$ cat config.mk
export PLATFORM = sky130hd
export DESIGN_NAME = serializer_gearbox
export DESIGN_NICKNAME = d
export VERILOG_FILES = /design/src/rtl/serializer_gearbox.sv
export SDC_FILE = /design/constraint.sdc
export NUM_CORES = 1
export LEC_CHECK = 0
export CAP_MARGIN = 10
export CORE_ASPECT_RATIO = 2
export CORE_UTILIZATION = 35
export DETAILED_ROUTE_END_ITERATION = 16
export GPL_TIMING_DRIVEN = 0
export PLACE_DENSITY = 0.63
export REMOVE_ABC_BUFFERS = 1
export SLEW_MARGIN = 20
export SYNTH_ARGS = -nofsm -noshare
export SYNTH_HDL_FRONTEND = slang
export SYNTH_SLANG_ARGS = --single-unit
$ cat constraint.sdc
create_clock -name clk -period 3.88 [get_ports clk]
set_clock_uncertainty 0.2 [all_clocks]
set_input_delay 0.776 -clock clk [delete_from_list [all_inputs] [get_ports clk]]
set_output_delay 0.776 -clock clk [all_outputs]
set_load 0.01 [all_outputs]
$ cat src/rtl/serializer_gearbox.sv
// Multi-channel parallel-to-serial gearbox with one-word hold buffer, word-boundary marker and idle fill.
// Optional macro SERIALIZER_MSB_FIRST_EN selects MSB-first slice order (default LSB-first).
module serializer_gearbox #(
    parameter int                CHANNELS  = 3,
    parameter int                DATA_W    = 10,
    parameter int                OUT_W     = 2,
    parameter logic [DATA_W-1:0] IDLE_WORD = 10'b1101010100
) (
    input  logic                         clk,
    input  logic                         rst_n,
    input  logic [CHANNELS*DATA_W-1:0]   in_data,
    input  logic                         in_valid,
    output logic                         in_ready,
    output logic [CHANNELS*OUT_W-1:0]    out_data,
    output logic                         out_first,
    output logic                         underrun
);
    localparam int BEATS = DATA_W / OUT_W;
    localparam int CNT_W = (BEATS > 1) ? $clog2(BEATS) : 1;

    generate
        if (DATA_W % OUT_W != 0) begin : g_bad_ratio
            $error("serializer_gearbox: DATA_W must be a multiple of OUT_W");
        end
    endgenerate

    typedef enum logic {
        STARTUP,
        RUN
    } state_t;

    state_t                       state;
    state_t                       state_next;
    logic [CNT_W-1:0]             beat_cnt;
    logic [CHANNELS*DATA_W-1:0]   hold_reg;
    logic                         hold_full;
    logic                         load_now;
    logic                         accept;
    logic                         underrun_next;

    assign load_now = (beat_cnt == CNT_W'(BEATS - 1));
    assign in_ready = !hold_full || load_now;
    assign accept   = in_valid && in_ready;

    // Underrun only counts once real traffic has started; startup idle fill is expected.
    always_comb begin
        state_next    = state;
        underrun_next = 1'b0;
        if (load_now) begin
            if (hold_full) begin
                state_next = RUN;
            end else if (state == RUN) begin
                underrun_next = 1'b1;
            end
        end
    end

    always_ff @(posedge clk or negedge rst_n) begin
        if (!rst_n) begin
            state    <= STARTUP;
            underrun <= 1'b0;
        end else begin
            state    <= state_next;
            underrun <= underrun_next;
        end
    end

    always_ff @(posedge clk or negedge rst_n) begin
        if (!rst_n) begin
            beat_cnt  <= '0;
            out_first <= 1'b1;
        end else if (load_now) begin
            beat_cnt  <= '0;
            out_first <= 1'b1;
        end else begin
            beat_cnt  <= beat_cnt + 1'b1;
            out_first <= 1'b0;
        end
    end

    // A word accepted on a load edge refills the hold while the old one moves to the shifters.
    always_ff @(posedge clk or negedge rst_n) begin
        if (!rst_n) begin
            hold_reg  <= '0;
            hold_full <= 1'b0;
        end else if (accept) begin
            hold_reg  <= in_data;
            hold_full <= 1'b1;
        end else if (load_now) begin
            hold_full <= 1'b0;
        end
    end

    for (genvar c = 0; c < CHANNELS; c++) begin : g_lane
        logic [DATA_W-1:0] shift_q;
        logic [DATA_W-1:0] shifted;

        if (BEATS > 1) begin : g_shift
`ifdef SERIALIZER_MSB_FIRST_EN
            assign shifted = {shift_q[DATA_W-OUT_W-1:0], {OUT_W{1'b0}}};
`else
            assign shifted = {{OUT_W{1'b0}}, shift_q[DATA_W-1:OUT_W]};
`endif
        end else begin : g_noshift
            assign shifted = shift_q;
        end

        always_ff @(posedge clk or negedge rst_n) begin
            if (!rst_n) begin
                shift_q <= IDLE_WORD;
            end else if (load_now) begin
                shift_q <= hold_full ? hold_reg[c*DATA_W +: DATA_W] : IDLE_WORD;
            end else begin
                shift_q <= shifted;
            end
        end

`ifdef SERIALIZER_MSB_FIRST_EN
        assign out_data[c*OUT_W +: OUT_W] = shift_q[DATA_W-1 -: OUT_W];
`else
        assign out_data[c*OUT_W +: OUT_W] = shift_q[OUT_W-1:0];
`endif
    end

endmodule

=== Word level (Yosys, flattened, before mapping) ===
Cells that the tools add are included.

* Bits in registers: 67
* Bits of input ports: 33
* Output and inout port bits: 9
* Word-level logic and storage cells: 29

* Add/sub/neg operators: 1
* Equal/unequal tests: 1
* Multiplexer cells: 13
* Reduce and logical (&&, ||, !) cells: 5

{| class="wikitable"
|+ Operator list
! cell !! number
|-
| 10-bit two-way mux || 6
|-
| 1-bit two-way mux || 6
|-
| 3-bit by 1-bit adder with 3-bit output, second input constant || 1
|-
| 3-bit == test, second input constant || 1
|-
| 3-bit two-way mux || 1
|-
| 2-bit AND reduction || 1
|-
| 2-bit nonzero test || 1
|-
| 1-bit logical AND || 1
|-
| 1-bit zero test || 1
|-
| 1-bit logical OR || 1
|}

=== Logic depth before layout (Yosys ltp) ===
* Word-level depth: 4
* Mapped depth: 8
* Gate-level depth less buffers: 6

=== Least setup slack after synthesis ===
No wires, ideal clock.

* Path kind: register -> output
* Start point: register beat_cnt[0]
* End point: output in_ready
* Arrival: 848 ps
* Required time: 2,904 ps
* Slack: 2,056 ps
* Cell stages (with the launch flop): 4
* Path buffers: 0
* Path through: dfrtp_1 -> inv_1 -> ha_1 -> a21bo_4

* Word-level cells in the longest chain between the ends: 2

{| class="wikitable"
|+ Ends and longest elaborated chain
! what !! line !! RTL
|-
| start: declaration || 34 || <nowiki>logic [CNT_W-1:0] beat_cnt;</nowiki>
|-
| start signal: assignment || 76 || <nowiki>beat_cnt <= beat_cnt + 1'b1;</nowiki>
|-
| 3-bit == test || 41 || <nowiki>assign load_now = (beat_cnt == CNT_W'(BEATS - 1));</nowiki>
|-
| 1-bit logical OR || 42 || <nowiki>assign in_ready = !hold_full || load_now;</nowiki>
|-
| end: declaration || 13 || <nowiki>output logic in_ready,</nowiki>
|}

Every way passes these cells.

=== Worst setup path in the final report ===
* Start point: register hold_full
* End point: output in_ready

* Word-level cells in the longest chain between the ends: 2

{| class="wikitable"
|+ Ends and longest elaborated chain
! what !! line !! RTL
|-
| start: declaration || 36 || <nowiki>logic hold_full;</nowiki>
|-
| start signal: assignment || 85 || <nowiki>hold_full <= 1'b0;</nowiki>
|-
| start signal: assignment || 88 || <nowiki>hold_full <= 1'b1;</nowiki>
|-
| start signal: assignment || 90 || <nowiki>hold_full <= 1'b0;</nowiki>
|-
| 1-bit zero test || 42 ||
|-
| 1-bit logical OR || 42 ||
|}

Every way passes these cells.

==> impl_metrics.toml <==
[cts]
ctsHoldBuffers = 0
cts_buffer_depth = 2
cts_root_buf = "clkbuf_16"
cts_sinks = 67
clk_pin_slew_worst_paths_ns = 0.06
cts_buffers = 9
htree_levels = 3
cts_tree = "done"
cts_resized = 0
clk-insertion-delay-late_ns = 0.33
post_cts_buffers = 0

[setup_path]
critical_path_required_ns = 2.90
arrival_ns = 1.92
worst_setup_path_start_kind = "register"
critical_path_class = "reg -> out"
cp-end-kind = "output pin"
crit_fanout = 33

[timing]
period_minus_slack_ns = 2.90
tightest_slew_ns = 0.706
hold_viol_final = 0
timing.final.ws_setup_ns = 0.983
setup_violations = 0
fmax_mhz = 345
drv_slew = 0
finalCritPeriodShare = 0.747
rsz0062_at_grt = "false"
max_slew_margin = 0.527
timing.hold.ws_ns = 0.0730

[synthesis]
synth_area_per_cell_sq_um = 13.0
yosys.area.top_type = "dfrtp_1"
ys_seq_elements = 67
synth.area.top_cells = "dfrtp_1 46%, mux2_4 16%, dfstp_2 15%, nand2_1 4.2%, o21ai_1 2.7%"
async_flop_share = 1.00
synthTopCellsByCount = "51 x dfrtp_1, 31 x nand2_1, 30 x mux2_4"
yosys_warnings = 0
synth_ff_type = "dfrtp_1"
synth-seq-area-share = 0.611
ys_types = 21
synth_edf_count = 0
yosys.area.top_type_share = 0.460
yosysMostFrequentCell = "dfrtp_1"
syn_inst = 213
synthesis.area_sq_mm = 0.00278

[routing]
dr.pass1.iters = 4
vias = 1560
drtIter0Drc = 88
routed.top_layer = "met4"
routed-wl-met2_mm = 2.38
routedWlPerCell_um = 13.2
wl_met1_mm = 1.93
viasPerCell = 4.50
wl_met3_um = 156
ant_nets = 0
drt-total-wl_mm = 4.56
drc = 0

[final_layout]
drive_above_1_share = 0.277
final_area_sq_mm = 0.00353
fin_util = 0.460
antenna_cells = 0
nets = 283
area.growth.synth_to_final_pct = 27.1
fillCellCount = 743

[placed_design]
gp_congestion = 0.699
hpwl_mm = 2.66
io_buffer_count = 41
dp_slack_ns = 0.921
placed_area_sq_mm = 0.00318

[floorplan]
io_pins = 42
initial_core_util = 0.362
die_y_um = 128
dieArea_sq_mm = 0.00831
rows = 45
die_w_um = 65.0
core_region_area_sq_mm = 0.00766

[min_path]
hp-class = "in -> async"

[power_and_ir_drop]
vdd_drop_max_mv = 0.220
p_sw_mw = 0.394
powerDensity_mw_per_mm2 = 542
p_seq_frac = 0.416
pwr-share-clk = 0.480
p_int_mw = 1.52
leakage_nw = 1.66
combinationalPowerShare = 0.105
p_total_mw = 1.91
p_sw_frac = 0.206

[grt]
overflow = 0
grt_pass1_vias = 1666
grt_max_degree = 60
grt_pass1_wl_mm = 8.02
antenna_found_initial = 0
grt_util_all_layers = 0.132

[outcome]
status = "finished, final reports clean"

[run]
cap_viol_max_count = 0
-- cell families (layout without fill, tap and decap cells) --
family,after synthesis,count (layout),synth area share
adders and majority gates,2,2,0.00902
buffers and inverters,36,76,0.0775
muxes,31,31,0.166
AOI/OAI and AO/OA,32,32,0.0667
and+or+nand+nor,45,45,0.0690
DFF,67,67,0.611
-- worst max-delay path, stage by stage, from the launching register on --
cell	delay (ns)
dfrtp_2	0.78
a21bo_4	0.33
clkdlybuf4s50_1	0.49
-- stage by stage --
| stage | TNS (ns) | instances |
|---|---|---|
| 2_1_floorplan | 0 | 195 |
| 3_3_place_gp | -15.80 | 330 |
| 3_5_place_dp | 0 | 331 |
| 4_1_cts | 0 | 347 |
| 5_1_grt | 0 | 347 |
| 6_report | 0 | 347 |
-- power by group through the flow --
stage          sequential [mW]  combinational [mW]  clock [mW]
2_1_floorplan            0.803               0.114           0
3_3_place_gp             0.804               0.194           0
3_5_place_dp             0.806               0.203           0
4_1_cts                  0.796               0.205       0.942
5_1_grt                  0.804               0.221       0.978
6_report                 0.796               0.200       0.917
-- path summary, 6_finish.rpt --
path | start | to | slack, ns | cells after the start
max in group asynchronous | rst_n | g_lane[2].shift_q[9]$_DFF_PN1_ | 2.84 | 2
worst min register to register | g_lane[1].shift_q[5]$_DFF_PN0_ | g_lane[1].shift_q[3]$_DFF_PN0_ | 0.25 | 2
min in group clk | g_lane[1].shift_q[5]$_DFF_PN0_ | g_lane[1].shift_q[3]$_DFF_PN0_ | 0.25 | 2
worst max-delay path | hold_full$_DFFE_PN0P_ | in_ready | 0.98 | 2
worst max register to register | beat_cnt[0]$_DFF_PN0_ | state$_DFFE_PN0P_ | 1.81 | 5
worst min-delay path | rst_n | hold_reg[16]$_DFFE_PN0P_ | 0.07 | 1
-- routing by layer --
layer  vias to the layer above  GRT usage
met1                       767      0.150
met5                         -          0
met2                        30      0.210
met3                         6     0.0374
met4                         0     0.0863
li1                        757          -
-- layout by cell type, fill, tap and decap left out, types with 2 or more instances in the layout --
cell type	n
dfrtp_1	50
clkdlybuf4s50_1	40
nand2_1	30
mux2_4	30
inv_1	17
dfstp_2	16
o21ai_1	15
nor2_1	11
a31oi_1	9
clkbuf_16	9
a21oi_1	6
bufinv_16	3
ha_1	2
clkinv_2	2
-- area by class of cell --
class	instances	area [sq um]	share of cell area
clock buffers	9	225	0.0639
inverters	18	67.6	0.0192
clock inverters	7	116	0.0330
multi-input cells	110	866	0.246
repair buffers	42	435	0.123
flip-flops and latches	67	1700	0.482
well taps	94	118	0.0334
(Power assumes the default switching activity.)
